**src/rtl/apb_timer_pkg.sv**
```systemverilog
// Shared register map, CTRL bit positions and the CTRL layout for the APB timer array.
// Pure declarations; no timing or flow control.
package apb_timer_pkg;

  localparam int LOAD_OFF        = 'h0;
  localparam int VALUE_OFF       = 'h4;
  localparam int CTRL_OFF        = 'h8;
  localparam int EOI_OFF         = 'hC;
  localparam int CH_STRIDE       = 'h10;

  localparam int INTSTAT_ADDR    = 'h100;
  localparam int EOI_ALL_ADDR    = 'h104;
  localparam int RAWINTSTAT_ADDR = 'h108;
  localparam int PRESCALE_ADDR   = 'h10C;

  localparam int CTRL_EN_BIT      = 0;
  localparam int CTRL_MODE_BIT    = 1;
  localparam int CTRL_MASK_BIT    = 2;
  localparam int CTRL_ONESHOT_BIT = 3;

  localparam int PRESCALE_W = 16;

  typedef struct packed {
    logic oneshot;
    logic mask;
    logic mode;
    logic en;
  } ctrl_t;

endpackage

```
**src/rtl/apb_timer_channel.sv**
```systemverilog
// One down-counter: enable-edge load, reload on terminal tick, one-shot stop, raw/masked interrupt.
// Counter and raw_int update on the edge after the tick; no backpressure.
module apb_timer_channel
  import apb_timer_pkg::*;
#(
  parameter int CNT_W = 32
) (
  input  logic             pclk,
  input  logic             preset,
  input  logic             tick,
  input  ctrl_t            ctrl,
  input  logic [CNT_W-1:0] load_val,
  input  logic             eoi_clr,
  output logic [CNT_W-1:0] count,
  output logic             raw_int,
  output logic             timer_int,
  output logic             oneshot_clr
);

  logic             en_q;
  logic             terminal;
  logic [CNT_W-1:0] reload_val;

  assign reload_val  = ctrl.mode ? load_val : '1;
  // The enable-edge cycle only loads, so a terminal tick needs EN to have been high already.
  assign terminal    = ctrl.en && en_q && tick && (count == '0);
  assign oneshot_clr = terminal && ctrl.oneshot;
  assign timer_int   = raw_int && !ctrl.mask;

  always_ff @(posedge pclk) begin
    if (preset) begin
      en_q    <= 1'b0;
      count   <= '1;
      raw_int <= 1'b0;
    end else begin
      en_q <= ctrl.en;
      if (ctrl.en && !en_q) begin
        count <= reload_val;
      end else if (ctrl.en && tick) begin
        if (count != '0) begin
          count <= count - 1'b1;
        end else begin
          count <= ctrl.oneshot ? '0 : reload_val;
        end
      end

      // A terminal tick beats a simultaneous clear.
      if (!ctrl.en) begin
        raw_int <= 1'b0;
      end else if (terminal) begin
        raw_int <= 1'b1;
      end else if (eoi_clr) begin
        raw_int <= 1'b0;
      end
    end
  end

endmodule

```
**src/rtl/apb_timer_array.sv**
```systemverilog
// NUM_CH-channel APB down-counter timer; zero-wait-state slave, prdata registered in the setup phase.
// Optional shared prescaler enabled by APB_TIMER_PRESCALER_EN (0x10C unmapped otherwise).
module apb_timer_array
  import apb_timer_pkg::*;
#(
  parameter int NUM_CH = 4,
  parameter int CNT_W  = 32,
  parameter int ADDR_W = 12
) (
  input  logic              pclk,
  input  logic              preset,
  input  logic              psel,
  input  logic              penable,
  input  logic              pwrite,
  input  logic [ADDR_W-1:0] paddr,
  input  logic [31:0]       pwdata,
  output logic [31:0]       prdata,
  output logic              pready,
  output logic              pslverr,
  output logic [NUM_CH-1:0] timer_int,
  output logic              timer_int_any
);

  ctrl_t             ctrl    [NUM_CH];
  logic [CNT_W-1:0]  load_r  [NUM_CH];
  logic [CNT_W-1:0]  count   [NUM_CH];
  logic [NUM_CH-1:0] raw_int;
  logic [NUM_CH-1:0] os_clr;
  logic [NUM_CH-1:0] eoi_clr;

  logic [ADDR_W-1:0] addr_al;
  logic [3:0]        ch_sel;
  logic [3:0]        reg_off;
  logic              ch_hit;
  logic              hit_intstat;
  logic              hit_eoi_all;
  logic              hit_raw;
  logic              hit_presc;
  logic              mapped;
  logic              wr_en;
  logic              tick;
  logic [31:0]       rd_val;
  logic              unused_bits;

  assign addr_al     = {paddr[ADDR_W-1:2], 2'b00};
  assign ch_sel      = paddr[7:4];
  assign reg_off     = {paddr[3:2], 2'b00};
  assign ch_hit      = (paddr[ADDR_W-1:8] == '0) && (int'(ch_sel) < NUM_CH);
  assign hit_intstat = (addr_al == ADDR_W'(INTSTAT_ADDR));
  assign hit_eoi_all = (addr_al == ADDR_W'(EOI_ALL_ADDR));
  assign hit_raw     = (addr_al == ADDR_W'(RAWINTSTAT_ADDR));
  assign mapped      = ch_hit || hit_intstat || hit_eoi_all || hit_raw || hit_presc;
  assign wr_en       = psel && penable && pwrite && mapped;
  assign unused_bits = ^{pwdata, paddr[1:0]};

`ifdef APB_TIMER_PRESCALER_EN
  logic [PRESCALE_W-1:0] presc;
  logic [PRESCALE_W-1:0] div;

  assign hit_presc = (addr_al == ADDR_W'(PRESCALE_ADDR));
  assign tick      = (div == presc);

  // Writing PRESCALE restarts the divider so the new period starts cleanly.
  always_ff @(posedge pclk) begin
    if (preset) begin
      presc <= '0;
      div   <= '0;
    end else if (wr_en && hit_presc) begin
      presc <= pwdata[PRESCALE_W-1:0];
      div   <= '0;
    end else begin
      div <= tick ? '0 : div + 1'b1;
    end
  end
`else
  assign hit_presc = 1'b0;
  assign tick      = 1'b1;
`endif

  always_comb begin
    eoi_clr = '0;
    for (int i = 0; i < NUM_CH; i++) begin
      eoi_clr[i] = wr_en && pwdata[0] &&
                   (hit_eoi_all || (ch_hit && ch_sel == 4'(i) && reg_off == 4'(EOI_OFF)));
    end
  end

  always_comb begin
    rd_val = '0;
    if (ch_hit) begin
      for (int i = 0; i < NUM_CH; i++) begin
        if (ch_sel == 4'(i)) begin
          case (reg_off)
            4'(LOAD_OFF):  rd_val[CNT_W-1:0] = load_r[i];
            4'(VALUE_OFF): rd_val[CNT_W-1:0] = count[i];
            4'(CTRL_OFF):  rd_val[3:0]       = ctrl[i];
            default:       rd_val            = '0;
          endcase
        end
      end
    end
    if (hit_intstat) rd_val[NUM_CH-1:0] = timer_int;
    if (hit_raw)     rd_val[NUM_CH-1:0] = raw_int;
`ifdef APB_TIMER_PRESCALER_EN
    if (hit_presc)   rd_val[PRESCALE_W-1:0] = presc;
`endif
  end

  // A software CTRL write in the same cycle as a one-shot expiry overrides the HW EN clear.
  always_ff @(posedge pclk) begin
    if (preset) begin
      for (int i = 0; i < NUM_CH; i++) begin
        load_r[i] <= '0;
        ctrl[i]   <= '0;
      end
    end else begin
      for (int i = 0; i < NUM_CH; i++) begin
        if (wr_en && ch_hit && ch_sel == 4'(i) && reg_off == 4'(LOAD_OFF)) begin
          load_r[i] <= pwdata[CNT_W-1:0];
        end
        if (wr_en && ch_hit && ch_sel == 4'(i) && reg_off == 4'(CTRL_OFF)) begin
          ctrl[i] <= ctrl_t'({pwdata[CTRL_ONESHOT_BIT], pwdata[CTRL_MASK_BIT],
                              pwdata[CTRL_MODE_BIT], pwdata[CTRL_EN_BIT]});
        end else if (os_clr[i]) begin
          ctrl[i].en <= 1'b0;
        end
      end
    end
  end

  always_ff @(posedge pclk) begin
    if (preset) begin
      prdata  <= '0;
      pslverr <= 1'b0;
    end else begin
      if (psel && !penable && !pwrite) begin
        prdata <= rd_val;
      end
      if (psel && !penable) begin
        pslverr <= !mapped;
      end else if (!(psel && penable)) begin
        pslverr <= 1'b0;
      end
    end
  end

  assign pready        = 1'b1;
  assign timer_int_any = |timer_int;

  for (genvar g = 0; g < NUM_CH; g++) begin : g_ch
    apb_timer_channel #(
      .CNT_W(CNT_W)
    ) u_ch (
      .pclk        (pclk),
      .preset      (preset),
      .tick        (tick),
      .ctrl        (ctrl[g]),
      .load_val    (load_r[g]),
      .eoi_clr     (eoi_clr[g]),
      .count       (count[g]),
      .raw_int     (raw_int[g]),
      .timer_int   (timer_int[g]),
      .oneshot_clr (os_clr[g])
    );
  end

endmodule

```
**config.mk**
```make
export PLATFORM = sky130hd
export DESIGN_NAME = apb_timer_array
export DESIGN_NICKNAME = d
export VERILOG_FILES = /design/src/rtl/apb_timer_pkg.sv /design/src/rtl/apb_timer_channel.sv /design/src/rtl/apb_timer_array.sv
export SDC_FILE = /design/constraint.sdc
export NUM_CORES = 1
export LEC_CHECK = 0
export ABC_AREA = 1
export CAP_MARGIN = 25
export CORE_ASPECT_RATIO = 2
export CORE_UTILIZATION = 29
export CTS_CLUSTER_SIZE = 10
export DETAILED_ROUTE_END_ITERATION = 10
export SLEW_MARGIN = 25
export SYNTH_ARGS = -nofsm -noshare
export SYNTH_HDL_FRONTEND = slang
export SYNTH_SLANG_ARGS = --single-unit
```
**constraint.sdc**
```tcl
create_clock -name pclk -period 3.3 [get_ports pclk]
set_input_delay 0.99 -clock pclk [delete_from_list [all_inputs] [get_ports pclk]]
set_output_delay 0.99 -clock pclk [all_outputs]
set_load 0.01 [all_outputs]
```
Yosys cells after proc, flatten, opt, wreduce, memory -nomap -nowiden
Memories as Yosys holds them, arrays and structs flattened.
Cells that the tools add are included.

word-level totals
  register bits after elaboration = 169
  output and inout bits = 39
  memories kept = 2
  bits in writable memories = 144

operators by class
  reductions and logical operators = 94
  equal/unequal tests = 10
  muxes and demuxes = 99
  $lt $le $gt $ge = 1
  bitwise gates (word level) = 16
  $add $sub $neg = 4

memory list
  name    depth  width  rd ports  clocked after memory_dff  wr ports  RTL line               RTL
  load_r  4      32     4         0                         4         apb_timer_array.sv:25  logic [CNT_W-1:0] load_r [NUM_CH];
  ctrl    4      4      4         0                         4         apb_timer_array.sv:24  ctrl_t ctrl [NUM_CH];

operator list
  operator                                                                  number
  32-bit 2-to-1 mux                                                         29
  28-bit one-hot mux with 3 select lines                                    3
  32-bit zero test                                                          4
  32-bit nonzero test                                                       4
  32-bit by 1-bit subtractor with 32-bit output (second input constant)     4
  1-bit 2-to-1 mux                                                          56
  28-bit one-hot mux with 2 select lines                                    1
  1-bit logical AND                                                         52
  4-bit one-hot mux with 3 select lines                                     4
  10-bit by 7-bit equality test with 1-bit output (second input constant)   3
  4-bit 2-to-1 mux                                                          6
  2-bit nonzero test                                                        8
  4-bit zero test                                                           3
  1-bit OR                                                                  12
  1-bit zero test                                                           11
  4-bit by 2-bit equality test with 1-bit output (second input constant)    2
  2-bit OR reduction                                                        4
  1-bit logical OR                                                          7
  2-bit equality test (second input constant)                               2
  4-bit by 1-bit equality test with 1-bit output (second input constant)    1
  4-bit by 3-bit < comparator with 1-bit output (second input constant)     1
  1-bit inverter                                                            4
  4-bit OR reduction                                                        1
  2-bit by 1-bit equality test with 1-bit output (second input constant)    1
  2-bit by 1-bit inequality test with 1-bit output (second input constant)  1

Longest topological paths before layout
Gate-level depths: netlist of the first run.

  word-level depth = 14
  mapped depth = 14
  gate-level depth less buffers = 12

Modules after synthesis
From an unflattened synthesis of the first run, not the netlist that was laid out.

unflattened totals
  cell total of the unflattened synthesis = 3,371
  area, all modules = 21,215.3 um^2

by module, submodules not included
  module             seq. area each (um^2)  area each (um^2)  times used  cells each
  apb_timer_channel  680.7                  2,937.8           4           555
  apb_timer_array    4,984.8                9,464.1           1           1,151

Least setup slack after synthesis of the first run
No wires, ideal clock.

  path type = input to register
  start = in paddr[5]
  end = mem load_r[2][0] (enable)
  data arrival time = 2,611 ps
  library setup time = 389 ps
  path buffers = 0
  stages = 11
  setup slack = 299 ps
  cell sequence = inv_2 > nand2_1 > inv_2 > nand2_1 > inv_1 > nand3_1 > nand3_2 > nand3_4 > nor2_4 > nand2_1 > nand2_1

RTL lines
  element      RTL line               RTL
  from (decl)  apb_timer_array.sv:15  input logic [ADDR_W-1:0] paddr,
  to (decl)    apb_timer_array.sv:25

Worst setup path in the final report of the first run
  start = reg g_ch[1].u_ch.raw_int
  end = out timer_int_any

on the way
  word-level cells in the longest chain between the ends = 2

RTL lines
  element                 RTL line                 RTL
  from (decl)             apb_timer_channel.sv:15  output logic raw_int,
  from (signal assigned)  apb_timer_channel.sv:34  raw_int <= 1'b0;
  from (signal assigned)  apb_timer_channel.sv:49  raw_int <= 1'b0;
  from (signal assigned)  apb_timer_channel.sv:51  raw_int <= 1'b1;
  1-bit logical AND       apb_timer_channel.sv:28  assign timer_int = raw_int && !ctrl.mask;
  4-bit OR reduction      apb_timer_array.sv:148   assign timer_int_any = |timer_int;
  to (decl)               apb_timer_array.sv:21    output logic timer_int_any

Every way passes these cells.

==> results of run 1 <==
## how the worst max path moves through the flow
stage                     cells after the start  slack (ps)                    endpoint
after floorplan                              11         300  load_r[2][0]$_SDFFCE_PN0P_
after detailed placement                     14        -150     prdata[29]$_SDFFE_PP0P_
final                                         4          60               timer_int_any
after global routing                          4          40               timer_int_any
after CTS                                     4          10               timer_int_any
after global placement                        8        -210     prdata[28]$_SDFFE_PP0P_
## layer usage
metal  vias up  part of all wire, %
li1      10210                    -
met4         0                  9.9
met5         -                    0
met1     10310                   34
met3       302                  5.5
met2       917                   51
## Yosys cell counts (28+ instances only)
library cell / number
a21oi_1: 112
buf_2: 34
clkbuf_1: 85
dfxtp_1: 169
edfxtp_1: 144
inv_1: 258
nand2_1: 837
nand3_1: 189
nand4_1: 28
nor2_1: 648
o21ai_0: 187
o21ai_1: 39
o22ai_1: 119
xor2_1: 76
## cell usage in the layout, fill, tap and decap left out, drive strengths merged
master / n
nand2: 841
nor2: 671
inv: 268
o21ai: 226
nand3: 196
dfxtp: 169
edfxtp: 144
buf: 131
o22ai: 119
a21oi: 112
clkdlybuf4s50: 83
xor2: 76
clkbuf: 64
nand4: 28
nor3: 22
o211ai: 19
ha: 8
a211oi: 5
nor4: 4
nand3b: 4
a31oi: 4
and3: 3
or2: 3
a21boi: 2
o21a: 2
o221ai: 2
and2: 2
clkinv: 1
or4: 1
nor3b: 1
xnor2: 1
conb: 1
bufinv: 1
## where the power goes
part	switching [W]	internal, W
clock	0.00178	0.00227
sequential	0.000233	0.00426
combinational	0.000995	0.000477
## through the flow
stage | hold WS, ps | cell area (µm²) | total power [W]
global route | 483.5 | 23830 | 0.01033
CTS | 465.5 | 23830 | 0.01003
detailed placement | 456.3 | 22720 | 0.006010
floorplan | 437.6 | 20280 | 0.005334
finish | 462.7 | 23830 | 0.01002
global placement | 454.8 | 22710 | 0.005998
## layout make-up
| class | count | area, µm² | area share, % |
|---|---|---|---|
| clock buffer | 64 | 1070 | 4.489 |
| clock inverter | 2 | 38.79 | 0.1628 |
| inverter | 268 | 1006 | 4.221 |
| multi-input combinational | 2353 | 10780 | 45.24 |
| sequential | 313 | 7707 | 32.34 |
| tap | 897 | 1122 | 4.710 |
| timing repair buffer | 214 | 2106 | 8.836 |
## cells by family after synthesis
family	Yosys count	synth area share (%)
xor gates and xnor gates	77	3.325
adders and majority gates	8	0.4935
AOI/OAI and AO/OA	491	13.26
other	1	0.01849
and+or+nand+nor	1776	35.92
buffers and inverters	428	8.988
DFF	313	38.00
## flip-flops by register name, indices dropped and copies added, names as in the netlist
register and cells:
g_ch.u_ch.count 128, load_r 128, prdata 32, ctrl 16, g_ch.u_ch.en_q 4, g_ch.u_ch.raw_int 4, pslverr 1
## worst register-to-register path: cells and delay by family (launching register included)
kind	cells	cell delay, ps
AOI/OAI and AO/OA	1	110
adders and majority gates	1	260
buffers and inverters	2	380
DFF	1	370
and+or+nand+nor	8	1210
## timing repair
| item | CTS | global route |
|---|---|---|
| hold buffers | 0 | 0 |
| resized for setup | 0 | 1 |
| endpoints found under the setup margin | 0 | 1 |
==> results.md, run 1 <==
* Result of the run: complete, no violations
* Launching element of the worst setup path: g_ch[1].u_ch.raw_int$_SDFFE_PP0P_
* Largest net degree at the start of global routing at 128
* Hold Fails Final Rpt at 0
* Via count of the routed design at 21.74k
* Number of levels in the clock H-tree at 2
* Count of TritonRoute iterations in the first routing pass at 6
* Via count normalized by instance count at ~5.3
* Average size of a mapped cell at approximately 6.6 µm²
* Clock transition at the registers of the reported paths at roughly 60 ps
* Worst Setup Path Type: reg -> out
* Cell type with the largest total area after synthesis: edfxtp_1
* Worst-case register-to-register setup slack at 910 ps
* Top cell type's share of synthesized area at between 20% and 30%
* Largest voltage drop on the vdd net at 0.2770 mV
* Synthesized flop and latch total at roughly 310
* Commonest register cell after synthesis: dfxtp_1
* Count of placed standard cells including taps at 4045
* Die Footprint at 71070 µm²
* Cell row count at 136
* Post-Layout Cell Count at 4111
* Final wirelength at 95.37 mm
* Share of synthesized area occupied by flip-flops and latches at 38.00%
* Worst r2r path cells at 12
* Reg-to-reg endpoint: g_ch[3].u_ch.count[23]$_SDFFE_PP1P_
* Root buffer cell: clkbuf_16
* Number of distinct library cell variants in the gate-level netlist after synthesis at 46
* End-of-flow core utilization at about 35%
* Clock Skew at 8.269 ps
* Synthesis-to-layout area growth at 17.49%
* Max-capacitance violation count at 0
* Number of DRC violations after detailed routing at 0
* Cell area after technology mapping at between 20000 and 25000 µm²
* Slowest Stage Delay on Critical Path at 580 ps
* Via count of the first global-routing pass at 21.34k
* TritonCTS Sinks at 313
* M1 GR Usage at between 20% and 30%
* Leak pwr at roughly 10 nW
* Final worst slack at between 60 and 70 ps
* Data arrival time at the worst-slack endpoint at 2250 ps
* Slowest cell on the critical path: or4_4
* Origin of the critical flop-to-flop path: g_ch[3].u_ch.count[0]$_SDFFE_PP1P_
* Unrepaired setup endpoints after global routing: false
* Wire length of the first global-routing pass at between 100 and 150 mm
* Top delay family on crit path: simple AND/OR/NAND/NOR gates
* Setup Total Neg Slack at 0 ps
* Core Region at between 60000 and 70000 µm²
* Global-route usage over all layers at between 20% and 30%
* Post-DP HPWL at between 70 and 80 mm
* GR Util met3 at 2.775%
* Sink of the worst hold path: prdata[28]$_SDFFE_PP0P_
* Highest achievable clock rate at 309.0 MHz
* Critical path buffer and inverter count at 2
* Busiest grt layer: met2
* Hold Path Stages at 2
* Die Span Y at 376.0 µm
* Synthesis Warnings at 0
* Clock insertion delay at the later pin of the skew report at roughly 560 ps
* Post-synthesis cell count at 3094
* Final Slew Violations at 0
* Fill cell total of the finished layout at 7585
* Hold path startpoint: prdata[28]$_SDFFE_PP0P_
* Width of the die at 189.0 µm
* Nets at 3244
* Port bufs at 84
* Number of enable flip-flop cells after synthesis at 144
* Largest cells by area after synthesis: edfxtp_1, dfxtp_1, nand2_1
* DRC violation total after the first TritonRoute iteration at 1795
* Relative slew slack at 47.10%
* Mapped Nets at around 3.2k
* CP Launch Type: register
* Number of antenna repair diodes at 0
* Grt met2 use at around half
* CTS tree: done
* Remaining antenna violation count after routing at 0
* Capturing element type of the critical path: output pin
* Number of buffers between clock root and the deepest sink at 3
* Transition time at the pin with the least slew margin at 793.4 ps
* Worst hold path class: reg -> reg
* I/O pin total at 88
* Total congestion overflow after global routing at 0
* Antenna violations before repair at 0
* WP data required at 2310 ps
* Cell chain of the critical path: inv_1, nor2_1, or4_4, clkdlybuf4s50_1
* Tcrit/Tclk final at 98.08%
* Pwr Density at 420.5 nW/µm²
* Starting utilization of the core area at 29.43%
* Number of endpoints failing setup at the final stage at 0
* Share of cells above drive strength 1 at 7.156%
* Minimum clock period after layout at 3237 ps
* Number of buffers added by the clock tree synthesis step at 37
* Setup Fix Bufs, Post-CTS at 0
* Post-synth ARST share at 0%
* RePlAce Congestion at about 1
* Pre-CTS setup slack at -148.6 ps
* Mean routed wirelength per cell at 23.20 µm
* Largest fanout on the critical path at 2
Power figures use the tool's default switching activity.
==> inputs of run 2 (changes only) <==
==> constraint.sdc (replaced) <==
create_clock -name pclk -period 2.9 [get_ports pclk]
set_input_delay 0.87 -clock pclk [delete_from_list [all_inputs] [get_ports pclk]]
set_output_delay 0.87 -clock pclk [all_outputs]
set_load 0.01 [all_outputs]
==> results.md, run 2 (synthesis gave the netlist of run 1 again) <==
* Setup Total Neg Slack at -31.74 ps (was 0 ps)
* Reg-to-reg endpoint: g_ch[3].u_ch.count[0]$_SDFFE_PP1P_ (was g_ch[3].u_ch.count[23]$_SDFFE_PP1P_)
* Post-route design area at 24040 µm² (was 23830 µm²)
* Pwr Density at 469.2 nW/µm² (was 420.5 nW/µm²)
* Global-route usage over all layers at 26.00% (was 26.65%)
* Number of DRC violations after detailed routing at 0 (unchanged)
* Share of cells above drive strength 1 at 8.048% (was 7.156%)
* Hold Path Stages at 2 (unchanged)
* Worst-case register-to-register setup slack at 580 ps (was 910 ps)
* Minimum clock period after layout at between 2000 and 3000 ps
* Max-capacitance violation count at 0 (unchanged)
* Slowest Stage Delay on Critical Path at 570 ps (was 580 ps)
* Root buffer cell: clkbuf_16 (unchanged)
* Via count of the routed design at 21.92k (was 21.74k)
* Count of placed standard cells including taps at 4075 (was 4045)
* Biggest registers after layout: g_ch.u_ch.count: 128 flops, load_r: 128 flops, prdata: 32 flops (unchanged)
* Cell chain of the critical path: clkdlybuf4s50_1, inv_2, nand2_2, buf_12, o21ai_0, nand2_1, buf_4, nand3_1, o21ai_0, nand2_1, nand3_1, a21oi_1 (was inv_1, nor2_1, or4_4, clkdlybuf4s50_1)
* Die Span Y at 376.0 µm (unchanged)
* Number of buffers between clock root and the deepest sink at 3 (unchanged)
* Mean routed wirelength per cell at 22.62 µm (was 23.20 µm)
* Capturing element type of the critical path: register (was output pin)
* Wire length of the first global-routing pass at 134.7 mm (was 138.0 mm)
* Hold Fails Final Rpt at 0 (unchanged)
* Number of endpoints failing setup at the final stage at 1 (was 0)
* Largest fanout on the critical path at 4 (was 2)
* Nets at 3274 (was 3244)
* Unrepaired setup endpoints after global routing: false (unchanged)
* Largest net degree at the start of global routing at 128 (unchanged)
* CTS tree: done (unchanged)
* I/O pin total at 88 (unchanged)
* Result of the run: finished with violations (was complete, no violations)
* End-of-flow core utilization at 34.88% (was 34.58%)
* Most frequent cells in the layout: nand2_1, nor2_1, inv_1, nand3_1, o21ai_0 (unchanged)
* Tcrit/Tclk final at 101.1%
* DRC violation total after the first TritonRoute iteration at 1858 (was 1795)
* Count of TritonRoute iterations in the first routing pass at 6 (unchanged)
* Setup Fix Bufs, Post-CTS at 0 (unchanged)
* Sink of the worst hold path: g_ch[3].u_ch.raw_int$_SDFFE_PP0P_ (was prdata[28]$_SDFFE_PP0P_)
* Worst Setup Path Type: in -> reg (was reg -> out)
* Slowest cell on the critical path: clkdlybuf4s50_1 (was or4_4)
* Post-Layout Cell Count at 4141 (was 4111)
* Via count of the first global-routing pass at 21.10k (was 21.34k)
* Die Footprint at 71070 µm² (unchanged)
* Relative slew slack at 45.13% (was 47.10%)
* Largest voltage drop on the vdd net at 0.3506 mV (was 0.2770 mV)
* Final Slew Violations at 0 (unchanged)
* Data arrival time at the worst-slack endpoint at 3410 ps (was 2250 ps)
* Remaining antenna violation count after routing at 0 (unchanged)
* Total congestion overflow after global routing at 0 (unchanged)
* WP data required at 3380 ps (was 2310 ps)
* Core Region at 68920 µm² (unchanged)
* Cell row count at 136 (unchanged)
* Violations in the final reports: setup timing
* Origin of the critical flop-to-flop path: g_ch[3].u_ch.count[7]$_SDFFE_PP1P_ (was g_ch[3].u_ch.count[0]$_SDFFE_PP1P_)
* Clock Skew at 15.80 ps (was 8.269 ps)
* Area after DPL at 22950 µm² (was 22720 µm²)
* Worst hold path class: reg -> reg (unchanged)
* Synthesis-to-layout area growth at 18.52% (was 17.49%)
* Hold path startpoint: g_ch[3].u_ch.raw_int$_SDFFE_PP0P_ (was prdata[28]$_SDFFE_PP0P_)
* Antenna violations before repair at 0 (unchanged)
* Leading cell type in the layout, fill and taps excluded: nand2_1 (unchanged)
* Highest achievable clock rate at about 340 MHz
* Number of levels in the clock H-tree at 2 (unchanged)
* Clock transition at the registers of the reported paths at 60 ps (about the same)
* Post-DP HPWL at 70.47 mm (was 70.54 mm)
* CP Launch Type: input port (was register)
* RePlAce Congestion at 1.051 (was 1.005)
* Starting utilization of the core area at 29.43% (unchanged)
* Leak pwr at 10.35 nW (was 10.21 nW)
* Critical path buffer and inverter count at 4 (was 2)
* Width of the die at 189.0 µm (unchanged)
* Worst r2r path cells at 10 (was 12)
* Top delay family on crit path: buffers and inverters (was simple AND/OR/NAND/NOR gates)
* Transition time at the pin with the least slew margin at 814.4 ps (was 793.4 ps)
* Via count normalized by instance count at 5.292 (was 5.288)
* Number of buffers added by the clock tree synthesis step at 37 (unchanged)
* Clock insertion delay at the later pin of the skew report at 560 ps (about the same)
* Total power at 0.01128 W (was 0.01002 W)
* Final wirelength at 93.68 mm (was 95.37 mm)
* Port bufs at 84 (unchanged)
* TritonCTS Sinks at 313 (unchanged)
* Final worst slack at -31.74 ps (was 63.26 ps)
-- run 2: cell types whose count changed in the layout (fill, tap and decap cells not counted), sizes merged --
cell and delta:
buf +30, bufinv -1, clkbuf -1, clkdlybuf4s50 -1, clkinv +1, diode +1, dlygate4sd2 +1
-- run 2: routing by layer --
layer / share of wire, % / vias up / GRT usage (%)
li1: - / 10290 / -
met2: 50 / 935 / 47.55
met1: 33 / 10350 / 25.42
met3: 5.6 / 346 / 2.570
met5: 0 / - / 0
met4: 11 / 0 / 24.18
-- run 2: timing repair --
item / 4_1_cts / 5_1_grt
resized for setup: 3 / 0
hold buffers: 0 / 0
setup endpoints to repair: 2 / 0
-- run 2: through the flow --
stage / hold slack, ps / worst slack [ps]
3_3_place_gp: 454.6 / -475.1
3_5_place_dp: 457.9 / -465.3
6_report: 467.2 / -31.74
2_1_floorplan: 437.6 / 19.48
5_1_grt: 486.0 / 6.475
4_1_cts: 467.2 / 48.25
-- run 2: tightest hold or removal path, delay by kind of cell (launching register included) --
kind,cells,cell delay [ps]
DFF,1,310
and+or+nand+nor,1,60
AOI/OAI and AO/OA,1,50
-- run 2: worst max path at each step --
stage / startpoint / endpoint / slack [ps] / cells after the start
2_1_floorplan: paddr[5] / load_r[2][0]$_SDFFCE_PN0P_ / 20 / 11
3_3_place_gp: paddr[3] / prdata[10]$_SDFFE_PP0P_ / -480 / 12
3_5_place_dp: paddr[3] / prdata[10]$_SDFFE_PP0P_ / -470 / 12
4_1_cts: ctrl[1][2]$_SDFFCE_PN0P_ / timer_int[1] / 50 / 3
5_1_grt: paddr[3] / prdata[10]$_SDFFE_PP0P_ / 6 / 12
6_report: paddr[3] / prdata[10]$_SDFFE_PP0P_ / -30 / 12
-- run 2: power breakdown --
group	switching, W	internal [W]	leakage [nW]
Sequential	0.000260	0.00485	2.76
Clock	0.00198	0.00249	0.517
Combinational	0.00114	0.000557	7.07
-- run 2: final cells by class --
cell class / instances / area [µm²]
inverters: 268 / 1006
flip-flops and latches: 313 / 7707
clock buffers: 63 / 1066
clock inverters: 2 / 13.76
diodes: 1 / 2.502
fillers: 7500 / 44880
multi-input cells: 2353 / 10780
well taps: 897 / 1122
repair buffers: 244 / 2338
==> inputs of run 3 (changes only) <==
--- a/config.mk
+++ b/config.mk
@@ -6,11 +6,13 @@
 export NUM_CORES = 1
 export LEC_CHECK = 0
 export ABC_AREA = 1
-export CAP_MARGIN = 25
+export CAP_MARGIN = 10
 export CORE_ASPECT_RATIO = 2
 export CORE_UTILIZATION = 29
 export CTS_CLUSTER_SIZE = 10
 export DETAILED_ROUTE_END_ITERATION = 10
+export PLACE_DENSITY = 0.55
+export RECOVER_POWER = 25
 export SLEW_MARGIN = 25
 export SYNTH_ARGS = -nofsm -noshare
 export SYNTH_HDL_FRONTEND = slang
==> results.md, run 3 (synthesis gave the netlist of run 1 again) <==
* Result of the run: complete, no violations (was finished with violations)
* Relative slew slack at 32.23% (was 45.13%)
* Data arrival time at the worst-slack endpoint at 3370 ps (was 3410 ps)
* Hold Fails Final Rpt at 0 (unchanged)
* Wire length of the first global-routing pass at 142.9 mm (was 134.7 mm)
* Most frequent cells in the layout: nand2_1, nor2_1, inv_1, o21ai_0, nand3_1 (was nand2_1, nor2_1, inv_1, nand3_1, o21ai_0)
* Pwr Density at 472.6 nW/µm² (was 469.2 nW/µm²)
* Global-route usage over all layers at 27.82% (was 26.00%)
* Clock Skew at 36.20 ps (was 15.80 ps)
* Starting utilization of the core area at 29.43% (unchanged)
* Critical path buffer and inverter count at 5 (was 4)
* Number of DRC violations after detailed routing at 0 (unchanged)
* Final Slew Violations at 0 (unchanged)
* Slowest Stage Delay on Critical Path at 650 ps (was 570 ps)
* Largest voltage drop on the vdd net at 0.2777 mV (was 0.3506 mV)
* Root buffer cell: clkbuf_16 (unchanged)
* Die Span Y at 376.0 µm (unchanged)
* Unrepaired setup endpoints after global routing: false (unchanged)
* Synthesis-to-layout area growth at 19.67% (was 18.52%)
* Total congestion overflow after global routing at 0 (unchanged)
* Transition time at the pin with the least slew margin at 1016 ps (was 814.4 ps)
* DRC violation total after the first TritonRoute iteration at 1751 (was 1858)
* Count of TritonRoute iterations in the first routing pass at 5 (was 6)
* Tcrit/Tclk final at 99.16% (was 101.1%)
* Number of buffers between clock root and the deepest sink at 3 (unchanged)
* Leak pwr at 10.50 nW (was 10.35 nW)
* Antenna violations before repair at 3 (was 0)
* Mean routed wirelength per cell at 23.68 µm (was 22.62 µm)
* Core Region at 68920 µm² (unchanged)
* Clock transition at the registers of the reported paths at 60 ps (about the same)
* WP data required at 3400 ps (was 3380 ps)
* Post-DP HPWL at 75.61 mm (was 70.47 mm)
* Largest fanout on the critical path at 5 (was 4)
* Post-Layout Cell Count at 4180 (was 4141)
* Minimum clock period after layout at 2876 ps (was 2932 ps)
* Clock insertion delay at the later pin of the skew report at 580 ps (was 560 ps)
* Cell row count at 136 (unchanged)
* Count of placed standard cells including taps at 4111 (was 4075)
* Number of buffers added by the clock tree synthesis step at 37 (unchanged)
* Share of cells above drive strength 1 at 8.717% (was 8.048%)
* Largest net degree at the start of global routing at 128 (unchanged)
* Via count normalized by instance count at 5.248 (was 5.292)
* Final worst slack at 24.28 ps (was -31.74 ps)
* CP Launch Type: input port (unchanged)
* Max-capacitance violation count at 0 (unchanged)
* TritonCTS Sinks at 313 (unchanged)
* Width of the die at 189.0 µm (unchanged)
* Remaining antenna violation count after routing at 0 (unchanged)
* RePlAce Congestion at 1.005 (was 1.051)
* Fill cell total of the finished layout at 7625 (was 7500)
* M1 GR Usage at 25.70% (was 25.42%)
* Grt met2 use at 51.71% (was 47.55%)
* Number of levels in the clock H-tree at 2 (unchanged)
* Top delay family on crit path: buffers and inverters (unchanged)
* GR Util met3 at 3.772% (was 2.570%)
* Cell chain of the critical path: clkdlybuf4s50_1, buf_4, nor2_4, inv_1, buf_12, o22ai_1, o21ai_0, buf_4, nand2_1, nand3_1, a21oi_1 (was clkdlybuf4s50_1, inv_2, nand2_2, buf_12, o21ai_0, nand2_1, buf_4, nand3_1, o21ai_0, nand2_1, nand3_1, a21oi_1)
* Via count of the routed design at 21.94k (was 21.92k)
* Via count of the first global-routing pass at 22.02k (was 21.10k)
* Slowest cell on the critical path: o22ai_1 (was clkdlybuf4s50_1)
* Port bufs at 84 (unchanged)
* Highest achievable clock rate at 347.7 MHz (was 341.1 MHz)
* Capturing element type of the critical path: register (unchanged)
* Nets at 3310 (was 3274)
* Number of endpoints failing setup at the final stage at 0 (was 1)
* Biggest registers after layout: g_ch.u_ch.count: 128 flops, load_r: 128 flops, prdata: 32 flops (unchanged)
* Worst hold path class: reg -> reg (unchanged)
* CTS tree: done (unchanged)
* Pre-CTS setup slack at -320.1 ps (was -465.3 ps)
* Leading cell type in the layout, fill and taps excluded: nand2_1 (unchanged)
* Hold bufs inserted after CTS at 0 (unchanged)
* Final wirelength at 98.97 mm (was 93.68 mm)
* I/O pin total at 88 (unchanged)
* Cell with the most instances on the worst path: buf_4
* Worst-case register-to-register setup slack at 170 ps (was 580 ps)
* Worst Setup Path Type: in -> reg (unchanged)
* Die Footprint at 71070 µm² (unchanged)
* Busiest grt layer: met2 (unchanged)
run 3: final cells by class:
cell class	instances	area [µm²]	share of cell area, %
diodes	2	5.005	0.02062
clock buffers	64	1070	4.407
clock inverters	3	17.52	0.07217
inverters	268	1006	4.145
multi-input cells	2353	10760	44.32
flip-flops and latches	313	7707	31.75
well taps	897	1122	4.624
repair buffers	280	2586	10.66
run 3: final timing paths:
check | start | endpoint | depth (start not counted)
worst max-delay path | paddr[3] | prdata[29]$_SDFFE_PP0P_ | 11
worst min-delay path | prdata[28]$_SDFFE_PP0P_ | prdata[28]$_SDFFE_PP0P_ | 2
worst max register to register | g_ch[0].u_ch.count[11]$_SDFFE_PP1P_ | g_ch[0].u_ch.count[14]$_SDFFE_PP1P_ | 10
worst min register to register | prdata[28]$_SDFFE_PP0P_ | prdata[28]$_SDFFE_PP0P_ | 2
run 3: report_power, final:
group	switching (W)	leakage, nW	internal [W]
Sequential	0.000268	2.76	0.00485
Clock	0.00206	0.520	0.00250
Combinational	0.00120	7.22	0.000586
run 3: repair_timing:
| action | 4_1_cts | 5_1_grt |
|---|---|---|
| gates resized for setup | 4 | 2 |
| setup buffers | 0 | 0 |
| setup endpoints to repair | 3 | 2 |
run 3: per-layer routing:
metal  wire length (µm)  vias up  share of wire [%]
met1              30950    10310                 31
met4              11340        2                 11
met3               5455      359                5.5
li1                   -    10350                  -
met5                 12        -              0.012
met2              51210      908                 52
run 3: tightest hold or removal path, delay by kind of cell, from the launching register on:
family | cells | cell delay (ps)
AND/OR/NAND/NOR | 1 | 60
flip-flops | 1 | 300
AO/OA/AOI/OAI | 1 | 50
run 3: per-stage QoR:
| step | hold slack (ps) | setup TNS [ps] | power, W | utilization, % | instance area, µm² |
|---|---|---|---|---|---|
| floorplan | 437.6 | 0 | 0.006070 | - | 20280 |
| global placement | 453.3 | -71260 | 0.006948 | 33.71 | 23230 |
| detailed placement | 454.4 | -68660 | 0.006953 | 33.71 | 23230 |
| CTS | 463.7 | 0 | 0.01149 | 35.30 | 24330 |
| global route | 473.1 | 0 | 0.01181 | 35.21 | 24270 |
| finish | 458.2 | 0 | 0.01147 | 35.22 | 24270 |
